==> src/rtl/reg_bus_bridge_pkg.sv <==
// ---------------------------------------------------------------------------
// reg_bus_bridge_pkg
//   Shared definitions for the register-bus bridge: FSM state encoding,
//   default bus widths and the read-wait counter sizing.
// ---------------------------------------------------------------------------
package reg_bus_bridge_pkg;

  typedef enum logic [1:0] {
    ST_IDLE  = 2'd0,
    ST_WRITE = 2'd1,
    ST_READ  = 2'd2,
    ST_RESP  = 2'd3
  } state_e;

  localparam int DEF_ADDR_WIDTH  = 33;
  localparam int DEF_WDATA_WIDTH = 33;
  localparam int DEF_RDATA_WIDTH = 21;

  // The read-wait counter must reach READ_WAIT_MAX, so it needs CNT_W bits.
  localparam int READ_WAIT_MAX = 15;
  localparam int CNT_W         = 4;

endpackage

==> src/rtl/reg_bridge_cmd_fifo.sv <==
// ---------------------------------------------------------------------------
// reg_bridge_cmd_fifo
//   Synchronous command FIFO placed in front of the bridge FSM. It is only
//   instantiated when REG_BRIDGE_CMD_FIFO_EN is defined.
//   Ports:
//     clock, reset        single clock, synchronous active-low reset
//     push_i, push_data_i write side; a push while full is ignored
//     pop_i, pop_data_o   read side; pop_data_o shows the head entry
//     full_o, empty_o     occupancy flags
//   DEPTH must be a power of two so that the pointers wrap naturally.
// ---------------------------------------------------------------------------
module reg_bridge_cmd_fifo
  import reg_bus_bridge_pkg::*;
#(
  parameter int WIDTH = 8,
  parameter int DEPTH = 2
) (
  input  logic             clock,
  input  logic             reset,
  input  logic             push_i,
  input  logic [WIDTH-1:0] push_data_i,
  input  logic             pop_i,
  output logic [WIDTH-1:0] pop_data_o,
  output logic             full_o,
  output logic             empty_o
);

  localparam int PTR_W = $clog2(DEPTH);

  logic [WIDTH-1:0] mem_q [DEPTH];
  logic [PTR_W-1:0] wr_ptr_q;
  logic [PTR_W-1:0] rd_ptr_q;
  logic [PTR_W:0]   count_q;
  logic             do_push;
  logic             do_pop;

  assign full_o  = (count_q == (PTR_W + 1)'(DEPTH));
  assign empty_o = (count_q == '0);
  assign do_push = push_i && !full_o;
  assign do_pop  = pop_i && !empty_o;

  // NOTE: sequential state uses non-blocking assignments so every register
  // samples the pre-edge values regardless of statement order.
  always_ff @(posedge clock) begin
    if (!reset) begin
      wr_ptr_q <= '0;
      rd_ptr_q <= '0;
      count_q  <= '0;
    end else begin
      if (do_push) wr_ptr_q <= wr_ptr_q + 1'b1;
      if (do_pop)  rd_ptr_q <= rd_ptr_q + 1'b1;
      if (do_push && !do_pop)      count_q <= count_q + 1'b1;
      else if (do_pop && !do_push) count_q <= count_q - 1'b1;
    end
  end

  // NOTE: the storage array is deliberately not reset; entries are only
  // read after being written, and leaving it unreset lets it map to RAM.
  always_ff @(posedge clock) begin
    if (do_push) mem_q[wr_ptr_q] <= push_data_i;
  end

  assign pop_data_o = mem_q[rd_ptr_q];

endmodule

==> src/rtl/reg_bus_bridge.sv <==
// ---------------------------------------------------------------------------
// reg_bus_bridge
//   Upstream master for the control-register block. Accepts single-beat
//   read/write commands on a valid/ready channel, drives the register
//   block strobes, and returns one in-order response per command.
//   Ports:
//     clock, reset                  single clock, synchronous active-low reset
//     cmd_valid/cmd_ready           command handshake
//     cmd_write/cmd_addr/cmd_wdata  command payload
//     rsp_valid/rsp_ready           response handshake
//     rsp_write/rsp_rdata           response payload (rdata is 0 for writes)
//     address/write_data            held access address and payload
//     write_enable/read_enable      register block strobes
//     read_data                     combinational read data from the block
//     busy                          FSM not idle (or command queue occupied)
//   Build option: define REG_BRIDGE_CMD_FIFO_EN to insert a FIFO_DEPTH-entry
//   command FIFO so commands are accepted while an access is in flight.
// ---------------------------------------------------------------------------
module reg_bus_bridge
  import reg_bus_bridge_pkg::*;
#(
  parameter int ADDR_WIDTH  = DEF_ADDR_WIDTH,
  parameter int WDATA_WIDTH = DEF_WDATA_WIDTH,
  parameter int RDATA_WIDTH = DEF_RDATA_WIDTH,
  parameter int READ_WAIT   = 0,
  parameter int FIFO_DEPTH  = 2
) (
  input  logic                   clock,
  input  logic                   reset,
  input  logic                   cmd_valid,
  output logic                   cmd_ready,
  input  logic                   cmd_write,
  input  logic [ADDR_WIDTH-1:0]  cmd_addr,
  input  logic [WDATA_WIDTH-1:0] cmd_wdata,
  output logic                   rsp_valid,
  input  logic                   rsp_ready,
  output logic                   rsp_write,
  output logic [RDATA_WIDTH-1:0] rsp_rdata,
  output logic [ADDR_WIDTH-1:0]  address,
  output logic                   write_enable,
  output logic [WDATA_WIDTH-1:0] write_data,
  output logic                   read_enable,
  input  logic [RDATA_WIDTH-1:0] read_data,
  output logic                   busy
);

  // Elaboration-time parameter sanity checks.
  if (READ_WAIT < 0 || READ_WAIT > READ_WAIT_MAX) begin : g_bad_read_wait
    $error("reg_bus_bridge: READ_WAIT must be in 0..15");
  end
  if (FIFO_DEPTH < 2 || (FIFO_DEPTH & (FIFO_DEPTH - 1)) != 0) begin : g_bad_depth
    $error("reg_bus_bridge: FIFO_DEPTH must be a power of two >= 2");
  end

  localparam logic [CNT_W-1:0] WAIT_LAST = CNT_W'(READ_WAIT);

  state_e                 state_q, state_d;
  logic [CNT_W-1:0]       wait_q, wait_d;
  logic [ADDR_WIDTH-1:0]  addr_q, addr_d;
  logic [WDATA_WIDTH-1:0] wdata_q, wdata_d;
  logic [RDATA_WIDTH-1:0] rdata_q, rdata_d;
  logic                   rsp_write_q, rsp_write_d;

  // Command source seen by the FSM: either the port directly or the FIFO head.
  logic                   src_valid;
  logic                   src_write;
  logic [ADDR_WIDTH-1:0]  src_addr;
  logic [WDATA_WIDTH-1:0] src_wdata;
  logic                   queue_busy;

`ifdef REG_BRIDGE_CMD_FIFO_EN
  localparam int ENTRY_W = 1 + ADDR_WIDTH + WDATA_WIDTH;

  logic               fifo_full;
  logic               fifo_empty;
  logic               fifo_pop;
  logic [ENTRY_W-1:0] fifo_head;

  // The FSM consumes the head entry on the cycle it leaves IDLE.
  assign fifo_pop = (state_q == ST_IDLE) && !fifo_empty;

  reg_bridge_cmd_fifo #(
    .WIDTH (ENTRY_W),
    .DEPTH (FIFO_DEPTH)
  ) u_cmd_fifo (
    .clock       (clock),
    .reset       (reset),
    .push_i      (cmd_valid),
    .push_data_i ({cmd_write, cmd_addr, cmd_wdata}),
    .pop_i       (fifo_pop),
    .pop_data_o  (fifo_head),
    .full_o      (fifo_full),
    .empty_o     (fifo_empty)
  );

  assign cmd_ready                        = !fifo_full;
  assign src_valid                        = !fifo_empty;
  assign {src_write, src_addr, src_wdata} = fifo_head;
  assign queue_busy                       = !fifo_empty;
`else
  assign cmd_ready  = (state_q == ST_IDLE);
  assign src_valid  = cmd_valid;
  assign src_write  = cmd_write;
  assign src_addr   = cmd_addr;
  assign src_wdata  = cmd_wdata;
  assign queue_busy = 1'b0;
`endif

  // NOTE: every signal driven here gets a default first, so no path leaves
  // it unassigned and no latch is inferred.
  always_comb begin
    state_d     = state_q;
    wait_d      = wait_q;
    addr_d      = addr_q;
    wdata_d     = wdata_q;
    rdata_d     = rdata_q;
    rsp_write_d = rsp_write_q;
    unique case (state_q)
      ST_IDLE: begin
        if (src_valid) begin
          addr_d  = src_addr;
          wdata_d = src_wdata;
          wait_d  = '0;
          state_d = src_write ? ST_WRITE : ST_READ;
        end
      end
      ST_WRITE: begin
        rsp_write_d = 1'b1;
        rdata_d     = '0;
        state_d     = ST_RESP;
      end
      ST_READ: begin
        // read_enable stays high until the counter reaches READ_WAIT; the
        // data is captured on that final strobe cycle.
        if (wait_q == WAIT_LAST) begin
          rdata_d     = read_data;
          rsp_write_d = 1'b0;
          state_d     = ST_RESP;
        end else begin
          wait_d = wait_q + 1'b1;
        end
      end
      ST_RESP: begin
        if (rsp_ready) state_d = ST_IDLE;
      end
      default: state_d = ST_IDLE;
    endcase
  end

  always_ff @(posedge clock) begin
    if (!reset) begin
      state_q     <= ST_IDLE;
      wait_q      <= '0;
      addr_q      <= '0;
      wdata_q     <= '0;
      rdata_q     <= '0;
      rsp_write_q <= 1'b0;
    end else begin
      state_q     <= state_d;
      wait_q      <= wait_d;
      addr_q      <= addr_d;
      wdata_q     <= wdata_d;
      rdata_q     <= rdata_d;
      rsp_write_q <= rsp_write_d;
    end
  end

  // Strobes decode straight from the state register: glitch-free, mutually
  // exclusive, and dropped by the same edge that applies reset.
  assign write_enable = (state_q == ST_WRITE);
  assign read_enable  = (state_q == ST_READ);
  assign rsp_valid    = (state_q == ST_RESP);
  assign rsp_write    = rsp_write_q;
  assign rsp_rdata    = rdata_q;
  assign address      = addr_q;
  assign write_data   = wdata_q;
  assign busy         = (state_q != ST_IDLE) || queue_busy;

endmodule

==> config.mk <==
export PLATFORM = sky130hd
export DESIGN_NAME = reg_bus_bridge
export DESIGN_NICKNAME = d
export VERILOG_FILES = /design/src/rtl/reg_bus_bridge_pkg.sv /design/src/rtl/reg_bridge_cmd_fifo.sv /design/src/rtl/reg_bus_bridge.sv
export SDC_FILE = /design/constraint.sdc
export NUM_CORES = 1
export LEC_CHECK = 0
export BUFFER_PORTS_ARGS = -buffer_cell sky130_fd_sc_hd__clkbuf_2
export CAP_MARGIN = 20
export CORE_ASPECT_RATIO = 1.75
export CORE_UTILIZATION = 43
export CTS_CLUSTER_DIAMETER = 200
export DETAILED_ROUTE_END_ITERATION = 6
export PLACE_DENSITY = 0.76
export RECOVER_POWER = 50
export SLEW_MARGIN = 0
export SYNTH_ARGS = -nofsm -noshare
export SYNTH_HDL_FRONTEND = slang
export SYNTH_SLANG_ARGS = --single-unit
==> constraint.sdc <==
create_clock -name clock -period 4.3 [get_ports clock]
set_input_delay 1.075 -clock clock [delete_from_list [all_inputs] [get_ports clock]]
set_output_delay 1.075 -clock clock [all_outputs]
set_load 0.05 [all_outputs]
==> out/metrics.cfg <==
[status]
status=finished, final reports clean

[place]
io_buffers=184
dp_slack_ns=1.67
dp_hpwl_um=6290
placed_cells=706
place.gp.congestion=0.770

[global_routing]
grt_max_degree=67
grt_pass1_wl_um=14100
grt_pass1_vias=3197
grt-ovfl-total=0
grt_antenna_before_repair=0
track_usage_pct=19.9

[route]
drt_wl_total_um=9040
via_per_inst=4.77
drt_first_pass_iters=4
antenna_left=0
drt_iter0_markers=117
vias=3447
drc=0
avgRoutedWirePerCell_um=12.5

[final_layout]
drive_above_1_share_pct=19.2
fillers=843
final_common_cell=nand2_1
layout.cells.non_filler=723
nets=702
final_cell_mix=nand2_1 (157), clkbuf_2 (95), dfxtp_1 (94)
fin_util_pct=58.4
area_growth_pct=30.7
diodes=0

[clocking]
clk_path_buf_depth=2
clkSinkCount=94
clk_pin_slew_worst_paths_ns=0.06
tritoncts=built
htree_levels=3
cts_made_buffers=9
clk_latency_ns=0.33
holdBufCountCts=0
root_buffer=clkbuf_16
post_cts_resized=0
post_cts_buffers=0

[timing]
setup_ws_ns=1.66
slew_headroom_pct=25.0
tightestPinTransition_ns=1.13
hold_viol=0
finalSetupTns_ns=0
setup_viol=0
rsz0062_at_grt=no
final-max-slew-violation-count=0
skew_ns=0.00725
fmax_mhz=378
period_needed_ns=2.64
period_share_pct=61.5

[setup_path]
crit_buf_inv=2
worst_path_largest_cell_delay_ns=0.81
critPathTopFamily=buffers and inverters
worst_setup_path_start_kind=input port
worstSetupEndpointType=register
cp_max_fo=64
path_class=in2reg
critical_path_required_ns=4.56
crit_slowest_cell=clkbuf_1
crit_path_cell_trace=clkbuf_1 > buf_4 > o21ai_0 > mux2i_1
critical_path_arrival_ns=2.90

[worst_hold_path]
hold_path_class=reg2reg

[power_and_ir_drop]
swShare_pct=42.4
p_comb_share_pct=37.3
intPower_uw=1690
netSwitchingPower_uw=1240
p_leak_uw=0.00197
seqPwrFrac_pct=36.6
power.density_nw_per_um2=603
irDropWorstVdd_mv=0.382
power_uw=2930
p_clk_share_pct=26.0

[die]
initial_utilization_pct=44.7
ioPinCount=185
die_y_um=125
die_area_um2=9030
die_w_um=72.3
core_um2=8310
core.rowCount=44

[logic_synthesis]
synth.top_cell.area_share_pct=50.6
syn_inst=438
yosys_warnings=0
synth.avg_cell_area_um2=8.48
synthTopCellsByArea=dfxtp_1 (51%), a21boi_0 (18%), nand2_1 (16%)
seq_area_frac_synth_pct=50.6
ys_ff_latch=94
syn_nets=536
syn_area_um2=3720
ys_types=25
yosysTopAreaCell=dfxtp_1

[job]
maxCapViolCount=0

[power by group through the flow]
stage | registers (uW) | clock network [uW] | logic [uW]
CTS | 1080 | 786 | 1120
global route | 1090 | 823 | 1180
floorplan | 1510 | 0 | 450
global placement | 1090 | 0 | 1100
finish | 1070 | 762 | 1090
detailed placement | 1090 | 0 | 1120
[sequential cells by signal (all words and copies together), names as in the netlist]
name / cells
write_data: 33
rsp_write: 1
wait_q: 4
rsp_rdata: 21
state_q: 2
address: 33
[tightest hold or removal path: stages (launching register included)]
cell	delay, ns
dfxtp_1	0.30
nand2_1	0.04
a21boi_0	0.06
[cells in the mapped netlist (all sizes together)]
cell / number
a211oi: 1
a21boi: 90
and2: 2
and3: 1
and4bb: 1
buf: 12
clkbuf: 21
dfxtp: 94
ha: 6
inv: 7
mux2i: 3
nand2: 158
nand2b: 4
nand3: 22
nand4: 2
nand4bb: 1
nor2b: 3
nor3b: 1
nor4: 1
o21ai: 5
o221a: 1
o2bb2ai: 1
or4: 1
[per-layer routing]
| metal | GRT usage, % | wire length [um] | up-vias |
|---|---|---|---|
| li1 | - | - | 1762 |
| met1 | 20.7 | 3610 | 1561 |
| met2 | 36.2 | 4720 | 109 |
| met3 | 4.43 | 487 | 15 |
| met4 | 9.80 | 223 | 0 |
| met5 | 0 | 0 | - |
[layout make-up]
class                           count  area [um2]  share of cell area (%)
Inverter                            7        26.3                   0.541
Tap cell                          115         144                    2.96
Timing Repair Buffer              188         860                    17.7
Sequential cell                    94        1880                    38.7
Clock inverter                      6        61.3                    1.26
Clock buffer                        9         225                    4.64
Multi-Input combinational cell    304        1660                    34.2
[cell families (layout without fill, tap and decap cells)]
| logic type | after synthesis | after routing | synth area share (%) |
|---|---|---|---|
| buffers and inverters | 40 | 210 | 4.78 |
| muxes | 3 | 3 | 0.808 |
| and+or+nand+nor | 197 | 197 | 22.2 |
| DFF | 94 | 94 | 50.6 |
| AOI/OAI and AO/OA | 98 | 98 | 19.6 |
| adders and majority gates | 6 | 6 | 2.02 |
[metrics by stage]
step / area (um2) / hold slack, ns
after global routing: 4860 / 0.489
after detailed placement: 4650 / 0.457
after floorplan: 3720 / 0.455
after global placement: 4650 / 0.449
after CTS: 4930 / 0.466
final: 4860 / 0.460
[final timing paths]
check | start | to | slack [ns] | cells after the start
setup / recovery | reset | state_q[1]$_SDFFE_PN0P_ | 1.66 | 4
hold / removal | address[32]$_SDFFE_PN0P_ | address[32]$_SDFFE_PN0P_ | 0.46 | 2
setup reg to reg | state_q[0]$_SDFFE_PN0P_ | wait_q[0]$_SDFFE_PN0P_ | 2.12 | 5
hold reg to reg | address[32]$_SDFFE_PN0P_ | address[32]$_SDFFE_PN0P_ | 0.46 | 2
Note: power is estimated with default switching activity, not from simulation.
